[config.mk]
export PLATFORM = sky130hd
export DESIGN_NAME = if_id_reg_flat
export DESIGN_NICKNAME = d
export VERILOG_FILES = /design/src/rtl/cpu_pkg.sv /design/src/rtl/if_id_reg_if.sv /design/src/rtl/if_id_stall_wdog.sv /design/src/rtl/if_id_reg.sv /design/src/flat_wrapper.sv
export SDC_FILE = /design/constraint.sdc
export NUM_CORES = 1
export LEC_CHECK = 0
export BUFFER_PORTS_ARGS = -buffer_cell sky130_fd_sc_hd__buf_2
export CAP_MARGIN = 20
export CORE_ASPECT_RATIO = 0.8
export CORE_MARGIN = 2
export CORE_UTILIZATION = 46
export DETAILED_ROUTE_END_ITERATION = 10
export PLACE_DENSITY = 0.81
export SLEW_MARGIN = 20
export SYNTH_ARGS = -nofsm -noshare
export SYNTH_HDL_FRONTEND = slang
export SYNTH_SLANG_ARGS = --single-unit
[constraint.sdc]
create_clock -name clk_i -period 3.6 [get_ports clk_i]
set_input_delay 0.36 -clock clk_i [delete_from_list [all_inputs] [get_ports clk_i]]
set_output_delay 0.36 -clock clk_i [all_outputs]
set_load 0.05 [all_outputs]
[src/rtl/cpu_pkg.sv]
// Shared CPU pipeline definitions: word width, the NOP encoding and the IF/ID
// control-state encoding.
package cpu_pkg;

   localparam int WORD_W = 32;

   localparam logic [WORD_W-1:0] NOP_INST = 32'h0000_0000;

   typedef enum logic [1:0] {
      S_IDLE  = 2'd0,
      S_RUN   = 2'd1,
      S_STALL = 2'd2
   } if_id_state_t;

endpackage

[src/rtl/if_id_reg_if.sv]
// Fetch-to-decode bus of the IF/ID register: fetch/hazard control in, the
// registered instruction, status and performance counters out.
interface if_id_reg_if;
   import cpu_pkg::*;

   logic              start_i;
   logic              hazard_i;
   logic              flush_i;
   logic [WORD_W-1:0] pc_i;
   logic [WORD_W-1:0] inst_i;
   logic [WORD_W-1:0] pc_o;
   logic [WORD_W-1:0] inst_o;
   logic              valid_o;
   logic              stall_err_o;
   logic [15:0]       stall_cnt_o;
   logic [15:0]       flush_cnt_o;

   modport master (
      output start_i, hazard_i, flush_i, pc_i, inst_i,
      input  pc_o, inst_o, valid_o, stall_err_o, stall_cnt_o, flush_cnt_o
   );

   modport slave (
      input  start_i, hazard_i, flush_i, pc_i, inst_i,
      output pc_o, inst_o, valid_o, stall_err_o, stall_cnt_o, flush_cnt_o
   );

endinterface

[src/rtl/if_id_stall_wdog.sv]
// Stall watchdog: tracks the current run of consecutive hazard holds and sets a
// sticky error once that run reaches STALL_MAX.
module if_id_stall_wdog
   import cpu_pkg::*;
#(
   parameter int unsigned STALL_MAX = 8
) (
   input  logic         clk_i,
   input  logic         rst_i,
   input  if_id_state_t state,
   input  logic         start,
   input  logic         hazard,
   input  logic         flush,
   output logic         stall_err
);

   localparam logic [7:0] STALL_LIMIT = 8'(STALL_MAX);

   function automatic logic [7:0] sat_inc(input logic [7:0] v);
      return (v == 8'hFF) ? v : v + 8'd1;
   endfunction

   logic [7:0] run_len;
   logic [7:0] run_len_nxt;
   logic       hold;

   // A hold only happens while running, enabled, not flushing and hazarded.
   assign hold = ((state == S_RUN) || (state == S_STALL)) && start && !flush && hazard;

   always_comb begin
      run_len_nxt = 8'd0;
      if (hold) begin
         run_len_nxt = (state == S_RUN) ? 8'd1 : sat_inc(run_len);
      end
   end

   always_ff @(posedge clk_i or negedge rst_i) begin
      if (!rst_i) begin
         run_len   <= 8'd0;
         stall_err <= 1'b0;
      end else begin
         run_len <= run_len_nxt;
         if (hold && (run_len_nxt >= STALL_LIMIT)) begin
            stall_err <= 1'b1;
         end
      end
   end

endmodule

[src/rtl/if_id_reg.sv]
// IF/ID pipeline register with start/hazard gating, flush bubbles and a stall
// watchdog. Define IF_ID_PERF_CNT_EN to build the stall/flush event counters.
module if_id_reg
   import cpu_pkg::*;
#(
   parameter logic [WORD_W-1:0] NOP_INST  = cpu_pkg::NOP_INST,
   parameter int unsigned       STALL_MAX = 8
) (
   input logic         clk_i,
   input logic         rst_i,
   if_id_reg_if.slave  bus
);

   if_id_state_t      state;
   if_id_state_t      state_nxt;
   logic [WORD_W-1:0] pc_p1;
   logic [WORD_W-1:0] pc_nxt;
   logic [WORD_W-1:0] inst_p1;
   logic [WORD_W-1:0] inst_nxt;
   logic              vld_p1;
   logic              vld_nxt;

   always_ff @(posedge clk_i or negedge rst_i) begin
      if (!rst_i) begin
         state <= S_IDLE;
      end else begin
         state <= state_nxt;
      end
   end

   always_comb begin
      state_nxt = state;
      pc_nxt    = pc_p1;
      inst_nxt  = inst_p1;
      vld_nxt   = vld_p1;
      case (state)
         S_IDLE: begin
            if (bus.start_i) begin
               state_nxt = S_RUN;
               pc_nxt    = bus.pc_i;
               inst_nxt  = bus.inst_i;
               vld_nxt   = 1'b1;
            end
         end
         S_RUN, S_STALL: begin
            // Flush beats hazard: a stalled instruction on the wrong path is discarded.
            if (!bus.start_i) begin
               state_nxt = S_IDLE;
               inst_nxt  = NOP_INST;
               vld_nxt   = 1'b0;
            end else if (bus.flush_i) begin
               state_nxt = S_RUN;
               pc_nxt    = bus.pc_i;
               inst_nxt  = NOP_INST;
               vld_nxt   = 1'b0;
            end else if (bus.hazard_i) begin
               state_nxt = S_STALL;
            end else begin
               state_nxt = S_RUN;
               pc_nxt    = bus.pc_i;
               inst_nxt  = bus.inst_i;
               vld_nxt   = 1'b1;
            end
         end
         default: begin
            state_nxt = S_IDLE;
         end
      endcase
   end

   // ---- stage p1: registered fetch output to ID ----
   always_ff @(posedge clk_i or negedge rst_i) begin
      if (!rst_i) begin
         pc_p1   <= '0;
         inst_p1 <= NOP_INST;
         vld_p1  <= 1'b0;
      end else begin
         pc_p1   <= pc_nxt;
         inst_p1 <= inst_nxt;
         vld_p1  <= vld_nxt;
      end
   end

   assign bus.pc_o    = pc_p1;
   assign bus.inst_o  = inst_p1;
   assign bus.valid_o = vld_p1;

   if_id_stall_wdog #(
      .STALL_MAX (STALL_MAX)
   ) u_wdog (
      .clk_i     (clk_i),
      .rst_i     (rst_i),
      .state     (state),
      .start     (bus.start_i),
      .hazard    (bus.hazard_i),
      .flush     (bus.flush_i),
      .stall_err (bus.stall_err_o)
   );

`ifdef IF_ID_PERF_CNT_EN
   logic [15:0] stall_cnt;
   logic [15:0] flush_cnt;
   logic        active;

   assign active = (state == S_RUN) || (state == S_STALL);

   always_ff @(posedge clk_i or negedge rst_i) begin
      if (!rst_i) begin
         stall_cnt <= 16'h0;
         flush_cnt <= 16'h0;
      end else begin
         if (active && bus.hazard_i && !bus.flush_i) begin
            stall_cnt <= stall_cnt + 16'h1;
         end
         if (active && bus.flush_i && bus.start_i) begin
            flush_cnt <= flush_cnt + 16'h1;
         end
      end
   end

   assign bus.stall_cnt_o = stall_cnt;
   assign bus.flush_cnt_o = flush_cnt;
`else
   assign bus.stall_cnt_o = 16'h0;
   assign bus.flush_cnt_o = 16'h0;
`endif

endmodule
[src/flat_wrapper.sv]
// flat-port wrapper written by rule: the top's interface ports become plain ports
module if_id_reg_flat import cpu_pkg::*;
#(
   parameter logic [WORD_W-1:0] NOP_INST  = cpu_pkg::NOP_INST,
   parameter int unsigned       STALL_MAX = 8
)
  (clk_i, rst_i, bus_start_i, bus_hazard_i, bus_flush_i, bus_pc_i, bus_inst_i, bus_pc_o, bus_inst_o, bus_valid_o, bus_stall_err_o, bus_stall_cnt_o, bus_flush_cnt_o);
  if_id_reg_if bus_i ();
  input logic clk_i;
  input logic rst_i;
  input wire logic [$bits(bus_i.start_i)-1:0] bus_start_i;
  input wire logic [$bits(bus_i.hazard_i)-1:0] bus_hazard_i;
  input wire logic [$bits(bus_i.flush_i)-1:0] bus_flush_i;
  input wire logic [$bits(bus_i.pc_i)-1:0] bus_pc_i;
  input wire logic [$bits(bus_i.inst_i)-1:0] bus_inst_i;
  output wire logic [$bits(bus_i.pc_o)-1:0] bus_pc_o;
  output wire logic [$bits(bus_i.inst_o)-1:0] bus_inst_o;
  output wire logic [$bits(bus_i.valid_o)-1:0] bus_valid_o;
  output wire logic [$bits(bus_i.stall_err_o)-1:0] bus_stall_err_o;
  output wire logic [$bits(bus_i.stall_cnt_o)-1:0] bus_stall_cnt_o;
  output wire logic [$bits(bus_i.flush_cnt_o)-1:0] bus_flush_cnt_o;
  assign bus_i.start_i = bus_start_i;
  assign bus_i.hazard_i = bus_hazard_i;
  assign bus_i.flush_i = bus_flush_i;
  assign bus_i.pc_i = bus_pc_i;
  assign bus_i.inst_i = bus_inst_i;
  assign bus_pc_o = bus_i.pc_o;
  assign bus_inst_o = bus_i.inst_o;
  assign bus_valid_o = bus_i.valid_o;
  assign bus_stall_err_o = bus_i.stall_err_o;
  assign bus_stall_cnt_o = bus_i.stall_cnt_o;
  assign bus_flush_cnt_o = bus_i.flush_cnt_o;
  if_id_reg #(.NOP_INST(NOP_INST), .STALL_MAX(STALL_MAX)) u_core (.clk_i(clk_i), .rst_i(rst_i), .bus(bus_i));
endmodule
After elaboration in Yosys (flattened, before gate mapping)
Index checks and enable logic that the tools add are counted.
W data, S select, Z words.
Word-level totals
  bits in registers: 76
  input bits: 69
Operators by class
  multiplexer cells: 23
  equal/unequal tests: 7
  reduce and logical (&&, ||, !) cells: 11
  add/sub/neg operators: 1
  $lt $le $gt $ge: 1
Operators with widths (count)
  $mux W32: 8
  $pmux W32 S2: 2
  $mux W8: 3
  $add A8 B1 Y8 const B: 1
  $eq A8 B8 Y1 const B: 1
  $ge A8 B4 Y1 const B: 1
  $mux W2: 4
  $logic_and A1 B1 Y1: 4
  $mux W1: 4
  $ne A2 B2 Y1 const B: 2
  $ne A4 B4 Y1 const B: 1
  $pmux W2 S2: 1
  $reduce_and A4 Y1: 1
  $ne A3 B3 Y1 const B: 1
  $reduce_and A3 Y1: 1
  $eq A2 B1 Y1 const B: 1
  $eq A2 B2 Y1 const B: 1
  $logic_not A2 Y1: 1
  $pmux W1 S2: 1
  $reduce_bool A2 Y1: 1
  $reduce_or A2 Y1: 1
  $logic_not A1 Y1: 1
  $logic_or A1 B1 Y1: 1

Depth between registers and ports, before layout
Gate-level depths: netlist (run 1).
  depth after elaboration: 8
  depth in mapped cells: 8
  gate-level depth less buffers: 7

Cells and area by module
A second synthesis (run 1) with hierarchy kept.
Second synthesis, totals
  cell total of the unflattened synthesis: 252
  area total of the unflattened synthesis: 3424.5 um2
Modules (own cells, without submodules)
  if_id_reg: seq. area each 1676.6 um2, cells an instance 192, times used 1, area an instance 2839.0 um2
  if_id_stall_wdog: seq. area each 225.2 um2, cells an instance 60, times used 1, area an instance 585.6 um2

Least setup slack after synthesis (run 1)
No wires, ideal clock.
  path type: register -> register
  start point: register u_core.state[0]
  end point: register u_core.pc_p1[0] (netlist: u_core.bus.pc_o[0])
  slack: 1768 ps
  arrival: 1707 ps
  path buffers: 1
  cell stages (with the launch flop): 7
  library setup time: 125 ps
  cells stage by stage: dfrtp_1 -> inv_1 -> ha_1 -> o21ai_0 -> a21oi_1 -> buf_4 -> mux2_2
Between the ends
  word-level cells in the longest chain between the ends: 4
RTL lines
  start: declaration: line if_id_reg.sv:14  | if_id_state_t state;
  start signal: assignment: line if_id_reg.sv:27  | state <= state_nxt;
  $eq A2 B1 Y1 / $eq A2 B2 Y1 (equally long branches): line if_id_reg.sv:36  | case (state)
  $reduce_or A2 Y1: line if_id_reg.sv:36
  $ne A3 B3 Y1 (no line) (tied with other cells)
  $reduce_and A4 Y1 (no line)
  end signal: assignment: line if_id_reg.sv:78  | pc_p1 <= pc_nxt;
  end: declaration: line if_id_reg.sv:16  | logic [WORD_W-1:0] pc_p1;
Parallel ways exist; a longest one is shown, timed or not.
A chain may end at the register's enable or synchronous reset.

Final worst setup path (run 1)
  start point: register u_core.state[0]
  end point: register u_core.inst_p1[23] (netlist: u_core.bus.inst_o[23])
Between the ends
  word-level cells in the longest chain between the ends: 4
RTL lines
  $eq A2 B1 Y1 / $eq A2 B2 Y1 (equally long branches): line if_id_reg.sv:36
  $reduce_or A2 Y1: line if_id_reg.sv:36
  $ne A4 B4 Y1 (no line) / $reduce_bool A2 Y1 (equally long branches)
  $reduce_and A3 Y1 (no line)
  end signal: assignment: line if_id_reg.sv:79  | inst_p1 <= inst_nxt;
  end: declaration: line if_id_reg.sv:18  | logic [WORD_W-1:0] inst_p1;
Parallel ways exist; a longest one is shown, timed or not.

==> metrics.md, run 1 <==
| Metric | Value |
|---|---|
| Status | completed |
| Setup Buffers After CTS | 0 |
| Startpoint types | flop |
| CP bufs+invs | 2 |
| Vias per inst | just under 5 |
| CP top delay family | compound AO/OA/AOI/OAI gates |
| Die area | just under 0.008 mm² |
| Filler cells | ~570 |
| Initial antenna violation count | 0 |
| Final setup fails | 0 |
| Reg2reg end | u_core.bus.inst_o[23]$_DFFE_PN0P_ |
| Iter 0 DRT Violations | just over 50 |
| Syn Inst Count | between 200 and 250 |
| Starting Density | 47.40% |
| Post-synth top area cell | dfrtp_1 |
| Post-synth top area share | between 50% and 60% |
| Final global-route overflow total | 0 |
| Wire per inst | roughly 14 µm |
| H-tree depth | 3 |
| Worst Max-Slew Pin Slew | around 0.96 ns |
| Nets | between 400 and 500 |
| Worst R2R Path Depth | 6 |
| PortBufs | about 130 |
| Seq/Total Area, Yosys | between 50% and 60% |
| FF-to-FF Start | u_core.state[0]$_DFFE_PN0P_ |
| Worst Path Required | roughly 3.9 ns |
| DRT antenna net count | 0 |
| PostCTS Resize Cnt | 0 |
| Gr usage total | between 15 and 20% |
| Final Routed Wirelength | roughly 6.5 mm |
| Fin crit period | between 2 and 2.5 ns |
| Slew Limit Headroom | around 36% |
| Clk_skew | 0.006731 ns |
| Vias | between 2,000 and 2,500 |
| Crit-path cells | inv_1, ha_1, a311o_1, buf_4, a21oi_4, a22o_1 |
| Gp weighted congestion | slightly above 0.8 |
| Setup TNS Final | 0 ns |
| Crit Path Max Fanout | 34 |
| Final hold viol count | 0 |
| Final period utilization | 67.16% |
| Max-Cap Viols | 0 |
| Number of core rows | 27 |
| Pre-antenna DRT Iters | 5 |
| Synthesized flop and latch total | 76 |
| Most common cell after layout, fill and taps aside | buf_2 |
| FF+latch area | 0.001902 mm² |
| Die width | just under 100 µm |
| Clock transition at path regs | around 0.080 ns |
| Max frequency | ~410 MHz |
| CTS tree | done |
| Vias in the first global route | around 2,300 |
| Reg2Reg Setup Slack | 1.18 ns |
| Core ar. | just under 0.007 mm² |
| Post-route DRC | 0 |
| Synth warnings | 0 |
| First-pass GRT wire length | 10.52 mm |
| Root Buffer | clkbuf_8 |
| Clk buf depth | 2 |
| Critical path type | flop to flop |
| Worst Path Arrival | between 2 and 3 ns |
| Synthesized area per cell | 13.43 µm² |
| Multi-input logic area | between 0.001 and 0.0015 mm² |
| Syn-to-layout area delta | 25.25% |
| Total CTS buffers | 9 |
| Commonest non-fill, non-tap cells in the layout | buf_2 (133), dfrtp_1 (76), mux2_2 (32), a22o_1 (32), conb_1 (32) |
| Ranking of synthesized cells by area | dfrtp_1 (59%), mux2_2 (11%), a22o_1 (8.6%), buf_4 (8.1%), ha_1 (1.5%) |
| Unrepaired setup endpoints after global routing | no |
| Largest net degree at the start of global routing | 77 |
| CTS sink cnt | between 70 and 80 |
| Slowest CP cell | a21oi_4 |
| Fin. max-slew vios | 0 |
| Share of layout cells above drive strength 1 | 48.82% |
| Worst Setup End Kind | flop |
| Worst setup path start | u_core.state[0]$_DFFE_PN0P_ |
| Worst hold path class | input port to asynchronous set/reset pin |
| Cell variety after synth | 31 |
| Post-detail-place hpwl | approximately 4.7 mm |
| Hold buffers post-CTS | 0 |
| Worst-skew pair later-pin latency | about 0.34 ns |
| Die Y | a little under 80 µm |
| Slowest stage delay, CP | about 0.68 ns |
| Antenna cells | 0 |
| # IOs | between 150 and 200 |
| Synthesized cell area | about 0.0033 mm² |
## stage by stage
step	setup WS, ns	instances	utilization [%]	hold WS (ns)	area [µm²]
floorplan	1.768	273	-	0.06441	3367
global placement	1.257	452	55.99	0.4551	3840
detailed placement	1.155	452	55.99	0.4772	3840
CTS	1.146	468	59.37	0.1794	4071
global route	0.9597	468	59.37	0.2083	4071
finish	1.182	468	59.37	0.1418	4071
## final cells by class
type | instances | area share (%)
timing repair buffer | 135 | 16.72
clock inverter | 6 | 2.305
multi-input combinational | 150 | 27.84
tap | 87 | 2.674
inverter | 4 | 0.3688
sequential | 76 | 46.71
clock buffer | 10 | 3.380
## cell families (layout without fill, tap and decap cells)
logic type | after synthesis | in the layout | synth area share [%]
flops | 76 | 76 | 58.51
buf+inv | 47 | 155 | 10.55
compound gates | 46 | 46 | 11.89
mux | 34 | 34 | 11.70
simple gates | 32 | 32 | 5.158
fa+ha+maj | 4 | 4 | 1.540
xor+xnor | 2 | 2 | 0.5390
other cells | 1 | 32 | 0.1154
## worst reg2reg max path: stages (launching register included)
cell and delay (ns):
dfrtp_1 0.39, inv_1 0.07, ha_1 0.41, a311o_1 0.31, buf_4 0.25, a21oi_4 0.68
a22o_1 0.25
## synth_stat cells
| master | number |
|---|---|
| mux2i_1 | 2 |
| o31ai_1 | 1 |
| a22o_1 | 32 |
| ha_1 | 4 |
| a21o_1 | 1 |
| mux2_2 | 32 |
| a211oi_2 | 1 |
| buf_4 | 35 |
| a311o_1 | 1 |
| nor3_1 | 3 |
| a21oi_4 | 1 |
| o21a_1 | 1 |
| or2_1 | 1 |
| nand4_1 | 2 |
| nor2b_1 | 2 |
| nand4b_1 | 2 |
| buf_2 | 4 |
| xnor2_1 | 2 |
| and3_1 | 3 |
| or2b_1 | 1 |
| nor2_1 | 11 |
| buf_6 | 4 |
| nand3_1 | 2 |
| conb_1 | 1 |
| inv_1 | 4 |
| dfrtp_1 | 76 |
| a31oi_1 | 4 |
| nand4bb_1 | 1 |
| a21oi_1 | 2 |
| o21ai_0 | 2 |
| nand2_1 | 4 |
## worst max path at each step
stage	end	slack, ns	cells past startpoint
final	u_core.bus.inst_o[23]$_DFFE_PN0P_	1.18	6
after global routing	u_core.bus.inst_o[23]$_DFFE_PN0P_	0.96	6
after CTS	u_core.bus.pc_o[4]$_DFFE_PN0P_	1.15	5
after detailed placement	u_core.bus.pc_o[4]$_DFFE_PN0P_	1.15	5
after global placement	u_core.bus.pc_o[23]$_DFFE_PN0P_	1.26	5
after floorplan	u_core.bus.pc_o[0]$_DFFE_PN0P_	1.77	6
## sequential cells by signal, indices dropped and copies added, names as in the netlist
name	flops
u_core.bus.inst_o	32
u_core.bus.pc_o	32
u_core.bus.valid_o	1
u_core.state	2
u_core.u_wdog.run_len	8
u_core.u_wdog.stall_err	1
## metal layers
layer  vias to the layer above  part of all wire [%]  GRT usage (%)
li1                       1064                     -              -
met1                      1091                    41          20.60
met2                       103                    48          27.19
met3                         4                   9.9          7.658
met4                         0                  0.90          5.972
met5                         -                     0              0
Power of run 1 is not shown: default switching activity piles up to over one toggle a cycle in this logic, so the estimate is an artifact.
==> inputs of run 2 (changes only) <==
- ABC_AREA: unset -> 1
- CORE_UTILIZATION: 46 -> 42
- PLACE_DENSITY: 0.81 -> 0.76
- clock period: 3.6 -> 2 ns (I/O delays scaled with it)
==> run 2 against run 1 <==
Non-clock buffer count up 8. Clock skew up 0.0035 ns. Global-route usage about the same. Clock-buffer cell count unchanged. Largest cell class unchanged. Via count up 23%. Design area up 9.1%. Critical endpoint is now u_core.bus.inst_o[19]$_DFFE_PN0P_.
==> metrics.md, run 2 <==
| Metric | Value |
|---|---|
| Status | completed |
| Crit Path Max Fanout | 18 |
| Power Dens Cells | about 1900 mW/mm² |
| First-pass GRT wire length | approximately 12 mm |
| Seq/Total Area, Yosys | ~54% |
| Most common cell after layout, fill and taps aside | buf_2 |
| # IOs | ~170 |
| Setup TNS Final | 0 ns |
| PortBufs | around 130 |
| Fin crit period | 1.809 ns |
| Final period utilization | about nine tenths |
| Post-synth top area share | a little over half |
| Synthesized flop and latch total | 76 |
| Vias | 2,775 |
| Clk_skew | a little over 0.01 ns |
| Clock transition at path regs | 0.09 ns |
| Wire per inst | between 10 and 15 µm |
| Synth warnings | 0 |
| Worst-skew pair later-pin latency | 0.34 ns |
| Iter 0 DRT Violations | around 80 |
| Final hold viol count | 0 |
| Die width | roughly 110 µm |
| Worst Path Required | approximately 2.2 ns |
| Unrepaired setup endpoints after global routing | no |
| Pre-antenna DRT Iters | 4 |
| Ranking of synthesized cells by area | dfrtp_1 (54%), mux2_2 (10%), buf_4 (7.5%), nand2_1 (6.0%), nand3_1 (5.9%) |
| Most frequent cell after synthesis | dfrtp_1 |
| Vias in the first global route | approximately 2,800 |
| Nets | 553 |
| Critical path type | flop to flop |
| Main synth FF type | dfrtp_1 |
| Worst Setup End Kind | flop |
| Vias per inst | 4.680 |
| Worst hold path class | input port to flop |
| Post-synth top area cell | dfrtp_1 |
| Syn Inst Count | 342 |
| Worst Path Arrival | between 2 and 2.5 ns |
| CTS tree | done |
| Commonest non-fill, non-tap cells in the layout | buf_2 (133), dfrtp_1 (76), nand2_1 (56) |
| Final global-route overflow total | 0 |
| Share of layout cells above drive strength 1 | 41.03% |
| Core ar. | 0.008019 mm² |
| Antenna cells | 0 |
| Synthesized cell area | 0.003505 mm² |
| Root Buffer | clkbuf_8 |
| Fin. max-slew vios | 0 |
| Max frequency | roughly 550 MHz |
| Startpoint types | flop |
| Post-route DRC | 0 |
| Cell variety after synth | 24 |
| Starting Density | about 44% |
| CTS sink cnt | 76 |
| Hold slack | slightly above 0.07 ns |
| Final setup fails | 0 |
| Dpl ws | about 0.15 ns |
| Top post-synthesis cells by count | dfrtp_1 (76), nand2_1 (56), nand3_1 (41) |
| Slew Limit Headroom | 61.52% |
| DRT antenna net count | 0 |
| Final Worst Setup Slack | between 0.15 and 0.2 ns |
| Max-Cap Viols | 0 |
| Post-detail-place hpwl | 5.628 mm |
| Gp weighted congestion | 0.8072 |
| LEAKAGE | 2.414 nW |
| Initial antenna violation count | 0 |
| Die Y | 85.71 µm |
| Total CTS buffers | 9 |
| Clk buf depth | 2 |
| Gr usage total | 17.02% |
| Largest net degree at the start of global routing | 45 |
| Number of core rows | 29 |
| Final Routed Wirelength | between 7 and 8 mm |
| Async SR Flop Fraction | between 90% and 100% |
| H-tree depth | 3 |
| Worst Max-Slew Pin Slew | 0.5772 ns |
| Synthesized area per cell | 10.25 µm² |
| Syn-to-layout area delta | 26.78% |
| Die area | ~0.0091 mm² |
| VDD IR max | between 1000 and 1500 µV |
| Post-synth EDFFs | 0 |
## run 2: report_power, final
| group | leakage, nW | total, mW | switching (mW) | internal, mW |
|---|---|---|---|---|
| sequential | 0.938 | 2.47 | 0.297 | 2.18 |
| clock | 0.117 | 1.32 | 0.572 | 0.750 |
| combinational | 1.36 | 4.67 | 3.43 | 1.23 |
## run 2: critical path, stage by stage (launching register included)
cell and delay, ns:
dfrtp_1 0.39, inv_1 0.07, ha_1 0.35, nand2_2 0.13
inv_2 0.05, nand2_4 0.09, clkinv_4 0.12, buf_4 0.22
o21ai_0 0.20, nand2_1 0.07
## run 2: metal layers
layer	track usage (%)	vias to the layer above	wire length, µm
met5	0	-	0
met4	4.785	0	24
met2	29.43	123	3724
met1	19.90	1314	3096
li1	-	1336	-
met3	6.535	2	660
## run 2: what timing repair did
action | 4_1_cts | 5_1_grt
resized for setup | 0 | 1
endpoints found under the hold margin | 32 | 0
setup buffers | 0 | 0
endpoints found under the setup margin | 0 | 2
hold buffers | 1 | 0
## run 2: cell type report
cell class | count | area, µm²
fillers | 718 | 3576
flip-flops and latches | 76 | 1902
multi-input cells | 228 | 1301
repair buffers | 143 | 784.5
clock buffers | 10 | 137.6
well taps | 108 | 135.1
clock inverters | 6 | 95.09
inverters | 22 | 87.58
## run 2: cells by family after synthesis
family                     Yosys count  synth area share (%)
DFF                                 76                 54.27
and+or+nand+nor                    114                 14.67
AOI/OAI and AO/OA                   45                 6.890
other                                1                0.1070
adders and majority gates            4                 1.428
buffers and inverters               69                 12.03
muxes                               33                 10.60
## run 2: final timing paths
path                                                start                                 to  slack, ns  cells past startpoint
hold / removal                             bus_inst_i[13]  u_core.bus.inst_o[13]$_DFFE_PN0P_       0.07                      3
setup / recovery              u_core.state[0]$_DFFE_PN0P_  u_core.bus.inst_o[19]$_DFFE_PN0P_       0.19                      9
max in group asynchronous                           rst_i  u_core.bus.inst_o[27]$_DFFE_PN0P_       1.08                      3
min in group asynchronous                           rst_i  u_core.bus.inst_o[10]$_DFFE_PN0P_       0.33                      2
hold reg to reg            u_core.bus.pc_o[7]$_DFFE_PN0P_     u_core.bus.pc_o[7]$_DFFE_PN0P_       0.49                      1
setup reg to reg              u_core.state[0]$_DFFE_PN0P_  u_core.bus.inst_o[19]$_DFFE_PN0P_       0.19                      9
## run 2: metrics by stage
step | instances | cell area, µm² | utilization, % | power, mW
floorplan | 373 | 3621 | - | 6.163
global placement | 576 | 4197 | 52.33 | 7.091
detailed placement | 576 | 4197 | 52.33 | 7.198
CTS | 593 | 4439 | 55.36 | 8.542
global route | 593 | 4443 | 55.41 | 8.916
finish | 593 | 4443 | 55.41 | 8.464
Note: power is estimated with default switching activity, not from simulation.
==> inputs of run 3 (changes only) <==
- ABC_AREA: 1 -> unset
- CORE_UTILIZATION: 42 -> 41
==> run 3 against run 2 <==
Sequential cell count did not move. Die area fell by 4.8%. Clock-buffer cell count rose by 1. Routed wire length fell by 16%. Register-to-register slack got worse by 0.04 ns. Design area fell by 6.9%. Cell count fell by 16%. Non-clock buffer count fell by 1. Via count fell by 16%. Maximum frequency fell by 1.9%.
==> metrics.md, run 3 (same netlist as run 1, synthesis figures left out) <==
| Metric | Value |
|---|---|
| Status | completed |
| Antenna cells | 0 |
| Vias in the first global route | about 2,300 |
| Largest net degree at the start of global routing | 43 |
| Hold Path End | u_core.bus.inst_o[8]$_DFFE_PN0P_ |
| Worst hold path class | input port to flop |
| CTS tree | done |
| Fin crit period | 1.845 ns |
| Hold Path Stages | 2 |
| Unrepaired setup endpoints after global routing | no |
| Root Buffer | clkbuf_8 |
| Wire per inst | approximately 13 µm |
| Crit Path Max Fanout | 23 |
| Final Routed Wirelength | 6.290 mm |
| Final global-route overflow total | 0 |
| Setup TNS Final | 0 ns |
| Worst-skew pair later-pin latency | ~0.34 ns |
| Max frequency | between 500 and 600 MHz |
| Clk_skew | roughly 0.0073 ns |
| Clk buf depth | 2 |
| Max-Cap Viols | 0 |
| Most common cell after layout, fill and taps aside | buf_2 |
| PortBufs | 134 |
| First-pass GRT wire length | about 11 mm |
| CTS sink cnt | 76 |
| Number of core rows | 29 |
| Final hold viol count | 0 |
| Initial antenna violation count | 0 |
| Nets | between 400 and 500 |
| Share of layout cells above drive strength 1 | around half |
| Vias | ~2,300 |
| Gp weighted congestion | 0.7590 |
| Final period utilization | between 90% and 100% |
| FF-to-FF Start | u_core.state[0]$_DFFE_PN0P_ |
| Worst Path Required | 2.23 ns |
| Commonest non-fill, non-tap cells in the layout | buf_2 (133), dfrtp_1 (76), mux2_2 (32), a22o_1 (32), conb_1 (32) |
| DRT antenna net count | 0 |
| Critical path type | flop to flop |
| Worst R2R Path Depth | 6 |
| Final setup fails | 0 |
| Clock transition at path regs | 0.08 ns |
| Die area | 0.008661 mm² |
| Worst Setup End Kind | flop |
| Fin. max-slew vios | 0 |
| Core ar. | approximately 0.008 mm² |
| Reg2Reg Setup Slack | ~0.16 ns |
| Iter 0 DRT Violations | 53 |
| H-tree depth | 3 |
| Placed Instances | around 480 |
| Die Y | about 84 µm |
| Post-route DRC | 0 |
| Reg2reg end | u_core.bus.inst_o[17]$_DFFE_PN0P_ |
| Non-filler instance count after layout | about 500 |
| Vias per inst | about 4.7 |
| Startpoint types | flop |
| Total CTS buffers | 9 |
| Worst Path Arrival | roughly 2.1 ns |
| Starting Density | 41.67% |
| Syn-to-layout area delta | 27.25% |
| # IOs | approximately 170 |
| Min-delay src | bus_inst_i[8] |
| Die width | approximately 100 µm |
| Gr usage total | between 10% and 20% |
| Pre-antenna DRT Iters | 4 |
| Post-detail-place hpwl | roughly 4.6 mm |
-- run 3: cell type report --
type                    instances  area [µm²]
flip-flops and latches         76        1902
inverters                       4       15.01
repair buffers                142       764.5
clock buffers                  11       141.4
well taps                     108       135.1
fillers                       693        3665
clock inverters                 5       37.54
multi-input cells             150        1141
-- run 3: how the worst max path moves through the flow --
stage                                        endpoint  slack [ns]                         from
finish              u_core.bus.inst_o[17]$_DFFE_PN0P_        0.16  u_core.state[0]$_DFFE_PN0P_
detailed placement  u_core.bus.inst_o[18]$_DFFE_PN0P_        0.13  u_core.state[0]$_DFFE_PN0P_
global placement      u_core.bus.pc_o[29]$_DFFE_PN0P_        0.25  u_core.state[0]$_DFFE_PN0P_
global route        u_core.bus.inst_o[10]$_DFFE_PN0P_        0.06  u_core.state[0]$_DFFE_PN0P_
floorplan              u_core.bus.pc_o[0]$_DFFE_PN0P_        0.17  u_core.state[0]$_DFFE_PN0P_
CTS                 u_core.bus.inst_o[17]$_DFFE_PN0P_        0.11  u_core.state[0]$_DFFE_PN0P_
-- run 3: timing repair --
| action | CTS | global route |
|---|---|---|
| hold buffers | 1 | 0 |
| buffers inserted | 0 | 0 |
| setup endpoints to repair | 0 | 3 |
| endpoints found under the hold margin | 34 | 0 |
| gates resized for setup | 0 | 3 |
-- run 3: routing by layer --
layer  routed length (µm)  vias up  track usage [%]
met3                  602        7            6.714
met1                 2653     1130            19.21
met4                   40        0            4.423
li1                     -     1083                -
met2                 2993      107            23.66
met5                    0        -                0
-- run 3: metrics by stage --
stage / worst slack [ns] / hold WS [ns] / utilization, % / cell area [µm²]
after floorplan: 0.1684 / -0.09559 / - / 3367
after global placement: 0.2486 / 0.1735 / 50.46 / 3936
after detailed placement: 0.1293 / 0.1763 / 50.46 / 3936
after CTS: 0.1125 / 0.04803 / 52.88 / 4125
after global routing: 0.06156 / 0.04103 / 53.02 / 4136
final: 0.1554 / 0.06668 / 53.02 / 4136
-- run 3: worst max-delay path, cell delays in order (launching register included) --
cell	delay [ns]
dfrtp_1	0.39
inv_1	0.07
ha_1	0.22
nor2b_1	0.16
a311o_1	0.39
buf_4	0.24
a22o_1	0.25
Power of run 3 is left out for the same reason.
